$ cat src/rtl/mem_stage_pkg.sv
// Shared definitions for the memory-access stage:
// load/store size encodings, XLEN and FSM state constants.
package mem_stage_pkg;

   localparam int XLEN = 64;

   localparam logic [2:0] LB  = 3'b000;
   localparam logic [2:0] LH  = 3'b001;
   localparam logic [2:0] LW  = 3'b010;
   localparam logic [2:0] LD  = 3'b011;
   localparam logic [2:0] LBU = 3'b100;
   localparam logic [2:0] LHU = 3'b101;
   localparam logic [2:0] LWU = 3'b110;

   localparam logic [2:0] SB = 3'b000;
   localparam logic [2:0] SH = 3'b001;
   localparam logic [2:0] SW = 3'b010;
   localparam logic [2:0] SD = 3'b011;

   typedef logic [0:0] state_t;
   localparam state_t S_IDLE = 1'b0;
   localparam state_t S_RESP = 1'b1;

endpackage

$ cat src/rtl/mem_lsu_fmt.sv
// Combinational load/store formatting: store lane shift and strobes,
// load lane extract with sign/zero extension, and alignment check.
module mem_lsu_fmt
   import mem_stage_pkg::*;
(
   input  logic            access_i,
   input  logic            is_load_i,
   input  logic [2:0]      offs_i,
   input  logic [2:0]      l_mux_i,
   input  logic [2:0]      s_mux_i,
   input  logic [XLEN-1:0] wdata_raw_i,
   input  logic [XLEN-1:0] rdata_i,
   output logic [XLEN-1:0] wdata_o,
   output logic [7:0]      wstrb_o,
   output logic [XLEN-1:0] load_o,
   output logic            misalign_o
);

   logic [1:0]      sz;
   logic            bad;
   logic [2:0]      amask;
   logic [7:0]      strb;
   logic [XLEN-1:0] lane;

   always_comb begin
      sz  = 2'd0;
      bad = 1'b0;
      if (is_load_i) begin
         unique case (l_mux_i)
            LB, LBU: sz = 2'd0;
            LH, LHU: sz = 2'd1;
            LW, LWU: sz = 2'd2;
            LD:      sz = 2'd3;
            default: bad = 1'b1;
         endcase
      end else begin
         unique case (s_mux_i)
            SB:      sz = 2'd0;
            SH:      sz = 2'd1;
            SW:      sz = 2'd2;
            SD:      sz = 2'd3;
            default: bad = 1'b1;
         endcase
      end
   end

   // size-1 as a low-bit mask; sz=3 wraps to 3'b111
   assign amask = (3'b001 << sz) - 3'd1;
   assign misalign_o = access_i & (bad | (|(offs_i & amask)));

   always_comb begin
      unique case (sz)
         2'd0:    strb = 8'h01;
         2'd1:    strb = 8'h03;
         2'd2:    strb = 8'h0F;
         default: strb = 8'hFF;
      endcase
   end

   assign wstrb_o = is_load_i ? 8'h00 : (strb << offs_i);
   assign wdata_o = wdata_raw_i << {offs_i, 3'b000};
   assign lane    = rdata_i >> {offs_i, 3'b000};

   always_comb begin
      unique case (l_mux_i)
         LB:      load_o = {{56{lane[7]}}, lane[7:0]};
         LH:      load_o = {{48{lane[15]}}, lane[15:0]};
         LW:      load_o = {{32{lane[31]}}, lane[31:0]};
         LD:      load_o = lane;
         LBU:     load_o = {56'd0, lane[7:0]};
         LHU:     load_o = {48'd0, lane[15:0]};
         LWU:     load_o = {32'd0, lane[31:0]};
         default: load_o = '0;
      endcase
   end

endmodule

$ cat src/rtl/mem_stage.sv
// Memory-access stage: data-memory req/gnt/rvalid handshake,
// stall generation and write-back value selection.
module mem_stage
   import mem_stage_pkg::*;
(
   input  logic            clk_i,
   input  logic            rst_i,
   input  logic [XLEN-1:0] M_pc_i,
   input  logic [XLEN-1:0] M_alu_result_i,
   input  logic            M_reg_wen_i,
   input  logic            M_reg_mux_i,
   input  logic [4:0]      M_reg_waddr_i,
   input  logic            M_mem_wen_i,
   input  logic [XLEN-1:0] M_mem_wdata_temp_i,
   input  logic [XLEN-1:0] M_mem_addr_i,
   input  logic [2:0]      M_l_mux_i,
   input  logic [2:0]      M_s_mux_i,
   input  logic            M_adv_i,
   output logic            M_stall_o,
   output logic            M_misalign_o,
   output logic            dmem_req_o,
   output logic            dmem_we_o,
   output logic [XLEN-1:0] dmem_addr_o,
   output logic [XLEN-1:0] dmem_wdata_o,
   output logic [7:0]      dmem_wstrb_o,
   input  logic            dmem_gnt_i,
   input  logic            dmem_rvalid_i,
   input  logic [XLEN-1:0] dmem_rdata_i,
   output logic [XLEN-1:0] W_pc_o,
   output logic [XLEN-1:0] W_reg_wdata_o,
   output logic            W_reg_wen_o,
   output logic [4:0]      W_reg_waddr_o
);

   state_t          state_q, state_d;
   logic            served_q, served_d;
   logic [XLEN-1:0] rdata_q, rdata_d;

   logic            access, is_load, is_store, aligned;
   logic            req, done, resp_hit;
   logic [XLEN-1:0] fmt_wdata, load_val, rsel;
   logic [7:0]      fmt_wstrb;

   assign access   = M_reg_mux_i | M_mem_wen_i;
   assign is_load  = M_reg_mux_i;
   assign is_store = M_mem_wen_i & ~M_reg_mux_i;
   assign aligned  = ~M_misalign_o;
   assign resp_hit = (state_q == S_RESP) & dmem_rvalid_i;
   // a response only counts while one is outstanding
   assign rsel     = resp_hit ? dmem_rdata_i : rdata_q;

   mem_lsu_fmt u_fmt (
      .access_i    (access),
      .is_load_i   (is_load),
      .offs_i      (M_mem_addr_i[2:0]),
      .l_mux_i     (M_l_mux_i),
      .s_mux_i     (M_s_mux_i),
      .wdata_raw_i (M_mem_wdata_temp_i),
      .rdata_i     (rsel),
      .wdata_o     (fmt_wdata),
      .wstrb_o     (fmt_wstrb),
      .load_o      (load_val),
      .misalign_o  (M_misalign_o)
   );

   always_comb begin
      state_d = state_q;
      rdata_d = rdata_q;
      req     = 1'b0;
      done    = 1'b0;
      if (state_q == S_IDLE) begin
         req = access & aligned & ~served_q;
         if (req & dmem_gnt_i) begin
            if (is_load) state_d = S_RESP;
            else         done    = 1'b1;
         end
      end else if (dmem_rvalid_i) begin
         rdata_d = dmem_rdata_i;
         done    = 1'b1;
         state_d = S_IDLE;
      end
   end

   always_comb begin
      served_d = served_q;
      if (M_adv_i)   served_d = 1'b0;
      else if (done) served_d = 1'b1;
   end

   always_ff @(posedge clk_i) begin
      if (rst_i) begin
         state_q  <= S_IDLE;
         served_q <= 1'b0;
         rdata_q  <= '0;
      end else begin
         state_q  <= state_d;
         served_q <= served_d;
         rdata_q  <= rdata_d;
      end
   end

   assign M_stall_o    = access & aligned & ~served_q & ~done;
   assign dmem_req_o   = req;
   assign dmem_we_o    = req & is_store;
   assign dmem_addr_o  = req ? {M_mem_addr_i[XLEN-1:3], 3'b000} : '0;
   assign dmem_wdata_o = (req & is_store) ? fmt_wdata : '0;
   assign dmem_wstrb_o = (req & is_store) ? fmt_wstrb : 8'h00;

   assign W_pc_o        = M_pc_i;
   assign W_reg_waddr_o = M_reg_waddr_i;
   assign W_reg_wen_o   = M_reg_wen_i & ~M_misalign_o;
   assign W_reg_wdata_o = is_load ? load_val : M_alu_result_i;

endmodule

$ cat config.mk
export PLATFORM = sky130hd
export DESIGN_NAME = mem_stage
export DESIGN_NICKNAME = d
export VERILOG_FILES = /design/src/rtl/mem_stage_pkg.sv /design/src/rtl/mem_lsu_fmt.sv /design/src/rtl/mem_stage.sv
export SDC_FILE = /design/constraint.sdc
export NUM_CORES = 1
export LEC_CHECK = 0
export CORE_AREA = 4 4 237 239
export DETAILED_ROUTE_END_ITERATION = 8
export DIE_AREA = 0 0 241 243
export GPL_TIMING_DRIVEN = 0
export SLEW_MARGIN = 25
export SYNTH_ARGS = -nofsm -noshare
export SYNTH_HDL_FRONTEND = slang
export SYNTH_SLANG_ARGS = --single-unit
export TNS_END_PERCENT = 30
$ cat constraint.sdc
create_clock -name clk_i -period 3.9 [get_ports clk_i]
set_input_delay 0.78 -clock clk_i [delete_from_list [all_inputs] [get_ports clk_i]]
set_output_delay 0.78 -clock clk_i [all_outputs]
set_load 0.05 [all_outputs]
==> flow_metrics.env <==
export IMPL_cts_hold_buf=0
export IMPL_die_area_sq_um=58600
export IMPL_grt_ovfl_total=0
export IMPL_routed_wirelength_microns=67000
export IMPL_areaGrowthSynthToFinish_pct=96.5
export IMPL_grt_pass1_vias=11800
export IMPL_fmax_mhz=252
export IMPL_cts_tree="built"
export IMPL_cts_clk_slew_worst_paths_ns=0.06
export IMPL_hold_class="flip-flop to flip-flop"
export IMPL_root_buffer="clkbuf_16"
export IMPL_finalSetupTns_ns=-0.358
export IMPL_clock_skew_ns=0.0110
export IMPL_ir_drop_v=0.000227
export IMPL_drive_gt1_frac=0.352
export IMPL_worst_slack_ns=-0.0701
export IMPL_post_route_period_util=1.02
export IMPL_synth_main_ff_cell="dfxtp_1"
export IMPL_wl_per_cell_microns=28.1
export IMPL_arrival_ns=3.19
export IMPL_status="finished, violations left"
export IMPL_fp_dieW_microns=241
export IMPL_top_level_ports=613
export IMPL_avgViaCountPerCell=4.81
export IMPL_die_h_microns=243
export IMPL_yosysUniqueCellTypes=56
export IMPL_nets=2011
export IMPL_setup_viol_count_final=11
export IMPL_grt_max_degree=13
export IMPL_power_per_cell_area_nw_per_um2=233
export IMPL_synth_top_area_cell="mux2i_1"
export IMPL_place_ws_ns=-2.56
export IMPL_crit_type="primary input to output pin"
export IMPL_rsz0062_at_grt="true"
export IMPL_total_power_mw=3.77
export IMPL_core_sq_um=53800
export IMPL_io_buffers=538
export IMPL_drtIter0Drc=901
export IMPL_cts_made_buffers=9
export IMPL_drt_pass1_iter_count=5
export IMPL_h_tree_depth=3
export IMPL_n_fill_cell=5757
export IMPL_cap_viol_max_count=0
export IMPL_synth_edf_count=0
export IMPL_hold_ws_ns=0.460
export IMPL_ys_seq_elements=66
export IMPL_cts_sinks=66
export IMPL_max_slew_margin=0.469
export IMPL_synthArstFlopShare=0
export IMPL_yosysWarnings=0
export IMPL_avgSynthCellArea_sq_um=7.63
export IMPL_grt_pass1_wl_microns=90300
export IMPL_rows=85
export IMPL_grt_util_all_layers=0.214
export IMPL_final_antenna_net_count=0
export IMPL_required_ns=3.12
export IMPL_seq_area_frac_synth=0.161
export IMPL_cellLeakagePower_nw=6.69
export IMPL_dpl_hpwl_microns=54800
export IMPL_finalMaxSlewViolations=0
export IMPL_synth_top_area_share=0.181
export IMPL_netlist_instances=1076
export IMPL_finalHoldViolations=0
export IMPL_clk_path_buf_depth=2
export IMPL_vias=11500
export IMPL_worstSetupStartpointType="primary input"
export IMPL_crit_fanout=5
export IMPL_synth_area_leaders="mux2i_1, dfxtp_1, mux4_2, nor2_1, and3_1"
export IMPL_initial_core_util=0.152
export IMPL_failed_checks="setup timing"
export IMPL_endpoint_kind="output pin"
export IMPL_worst_pin_slew_ns=0.796
export IMPL_antenna_found_initial=16
export IMPL_gp_congestion=0.950
export IMPL_remaining_drc_errors=0
export IMPL_insertion_delay_ns=0.35
export IMPL_syn_cell_area_sq_um=8210
export IMPL_fin_crit_ns=3.97
export IMPL_utilization=0.300
-- layout by cell type, fill, tap and decap left out, types with 7 or more instances in the layout --
| cell | instances |
|---|---|
| a211oi_1 | 26 |
| a21oi_1 | 69 |
| a22o_1 | 7 |
| a22oi_1 | 19 |
| and3_1 | 95 |
| buf_12 | 7 |
| buf_2 | 58 |
| buf_4 | 158 |
| buf_6 | 39 |
| clkbuf_1 | 17 |
| clkbuf_16 | 11 |
| clkbuf_2 | 23 |
| clkbuf_4 | 16 |
| clkdlybuf4s15_2 | 73 |
| clkdlybuf4s50_1 | 324 |
| dfxtp_1 | 65 |
| diode_2 | 9 |
| dlygate4sd2_1 | 7 |
| inv_1 | 19 |
| mux2_2 | 13 |
| mux2i_1 | 110 |
| mux2i_2 | 23 |
| mux2i_4 | 16 |
| mux4_2 | 31 |
| nand2_1 | 64 |
| nand2_2 | 10 |
| nor2_1 | 149 |
| nor2_2 | 9 |
| nor2b_1 | 7 |
| nor3_1 | 12 |
| o211ai_1 | 13 |
| o21ai_0 | 16 |
| o221ai_1 | 10 |
| o221ai_2 | 9 |
| o22ai_1 | 8 |
-- cells in the mapped netlist (2+ instances only) --
cell type,instances
nand2b_1,8
clkbuf_1,61
nor4_1,7
buf_2,16
mux2i_1,148
nor3_1,17
o22ai_1,8
and3_1,95
o21ai_0,17
dfxtp_1,66
o221ai_1,12
buf_6,3
or3_1,2
a22oi_1,20
mux4_2,31
o2bb2ai_1,3
and2_1,9
nor2_1,162
or2_2,2
a32o_1,3
o311ai_0,2
nand3_1,10
inv_2,3
a21oi_1,72
nor2b_1,7
a222oi_1,4
buf_4,73
a31o_2,3
o32ai_1,2
a21o_1,6
mux2_2,13
a22o_1,7
buf_1,14
o211ai_1,13
nand2_1,76
a211oi_1,31
or3b_2,2
inv_1,19
a21bo_2,3
o221ai_2,10
-- repair_timing --
item	4_1_cts	5_1_grt
gates cloned	5	2
pin swaps	21	8
setup buffers	33	8
resized for setup	1182	123
endpoints found under the setup margin	202	187
-- cells by family after synthesis --
kind of cell / after synthesis / share of synthesized area
AND/OR/NAND/NOR: 400 / 0.230
multiplexers: 193 / 0.285
other: 1 / 0.000457
AO/OA/AOI/OAI: 226 / 0.198
buffers and inverters: 190 / 0.125
flip-flops: 66 / 0.161
-- routing by layer --
| metal | vias to the layer above | GRT usage | share of wire |
|---|---|---|---|
| met5 | - | 0 | 0.00070 |
| met4 | 6 | 0.0645 | 0.029 |
| met3 | 90 | 0.0509 | 0.086 |
| met2 | 698 | 0.384 | 0.50 |
| met1 | 5579 | 0.252 | 0.38 |
| li1 | 5083 | - | - |
-- final timing paths --
path / from / to / slack [ns] / cells past startpoint
worst max-delay path: dmem_rvalid_i / W_reg_wdata_o[39] / -0.07 / 12
worst min-delay path: rdata_q[5]$_SDFFE_PP0P_ / rdata_q[5]$_SDFFE_PP0P_ / 0.46 / 2
worst max register to register: state_q$_SDFF_PP0_ / rdata_q[16]$_SDFFE_PP0P_ / 1.98 / 7
worst min register to register: rdata_q[5]$_SDFFE_PP0P_ / rdata_q[5]$_SDFFE_PP0P_ / 0.46 / 2
-- worst max-delay path, stage by stage --
cell       delay, ns
buf_8           0.07
and2_4          0.15
buf_8           0.13
mux4_2          0.55
o2bb2ai_4       0.15
o31a_1          0.32
a211oi_4        0.29
buf_6           0.19
buf_12          0.12
buf_12          0.12
o221ai_4        0.11
buf_6           0.19
-- stage by stage --
stage	cell area [sq um]	cells
finish	16100	2382
global route	16100	2378
CTS	15800	2364
detailed placement	14500	2313
global placement	14500	2312
floorplan	8240	1078
-- state kept, by name, summed over array words and instances, names as in the netlist --
signal	cells
state_q	1
served_q	1
rdata_q	64
-- report_power, final --
group | switching (mW) | total, mW | internal [mW]
Sequential | 0.00680 | 0.694 | 0.687
Combinational | 1.32 | 2.15 | 0.830
Clock | 0.343 | 0.921 | 0.578
-- final cells by class --
cell class	instances	area (sq um)	area share
Tap cell	696	871	0.0540
Clock buffer	10	239	0.0148
Multi-Input combinational cell	823	6640	0.412
Antenna cell	9	22.5	0.00140
Timing Repair Buffer	586	5640	0.349
Buffer	163	1220	0.0754
Sequential cell	66	1320	0.0820
Inverter	23	90.1	0.00559
Clock inverter	6	90.1	0.00559
Note: power is estimated with default switching activity, not from simulation.
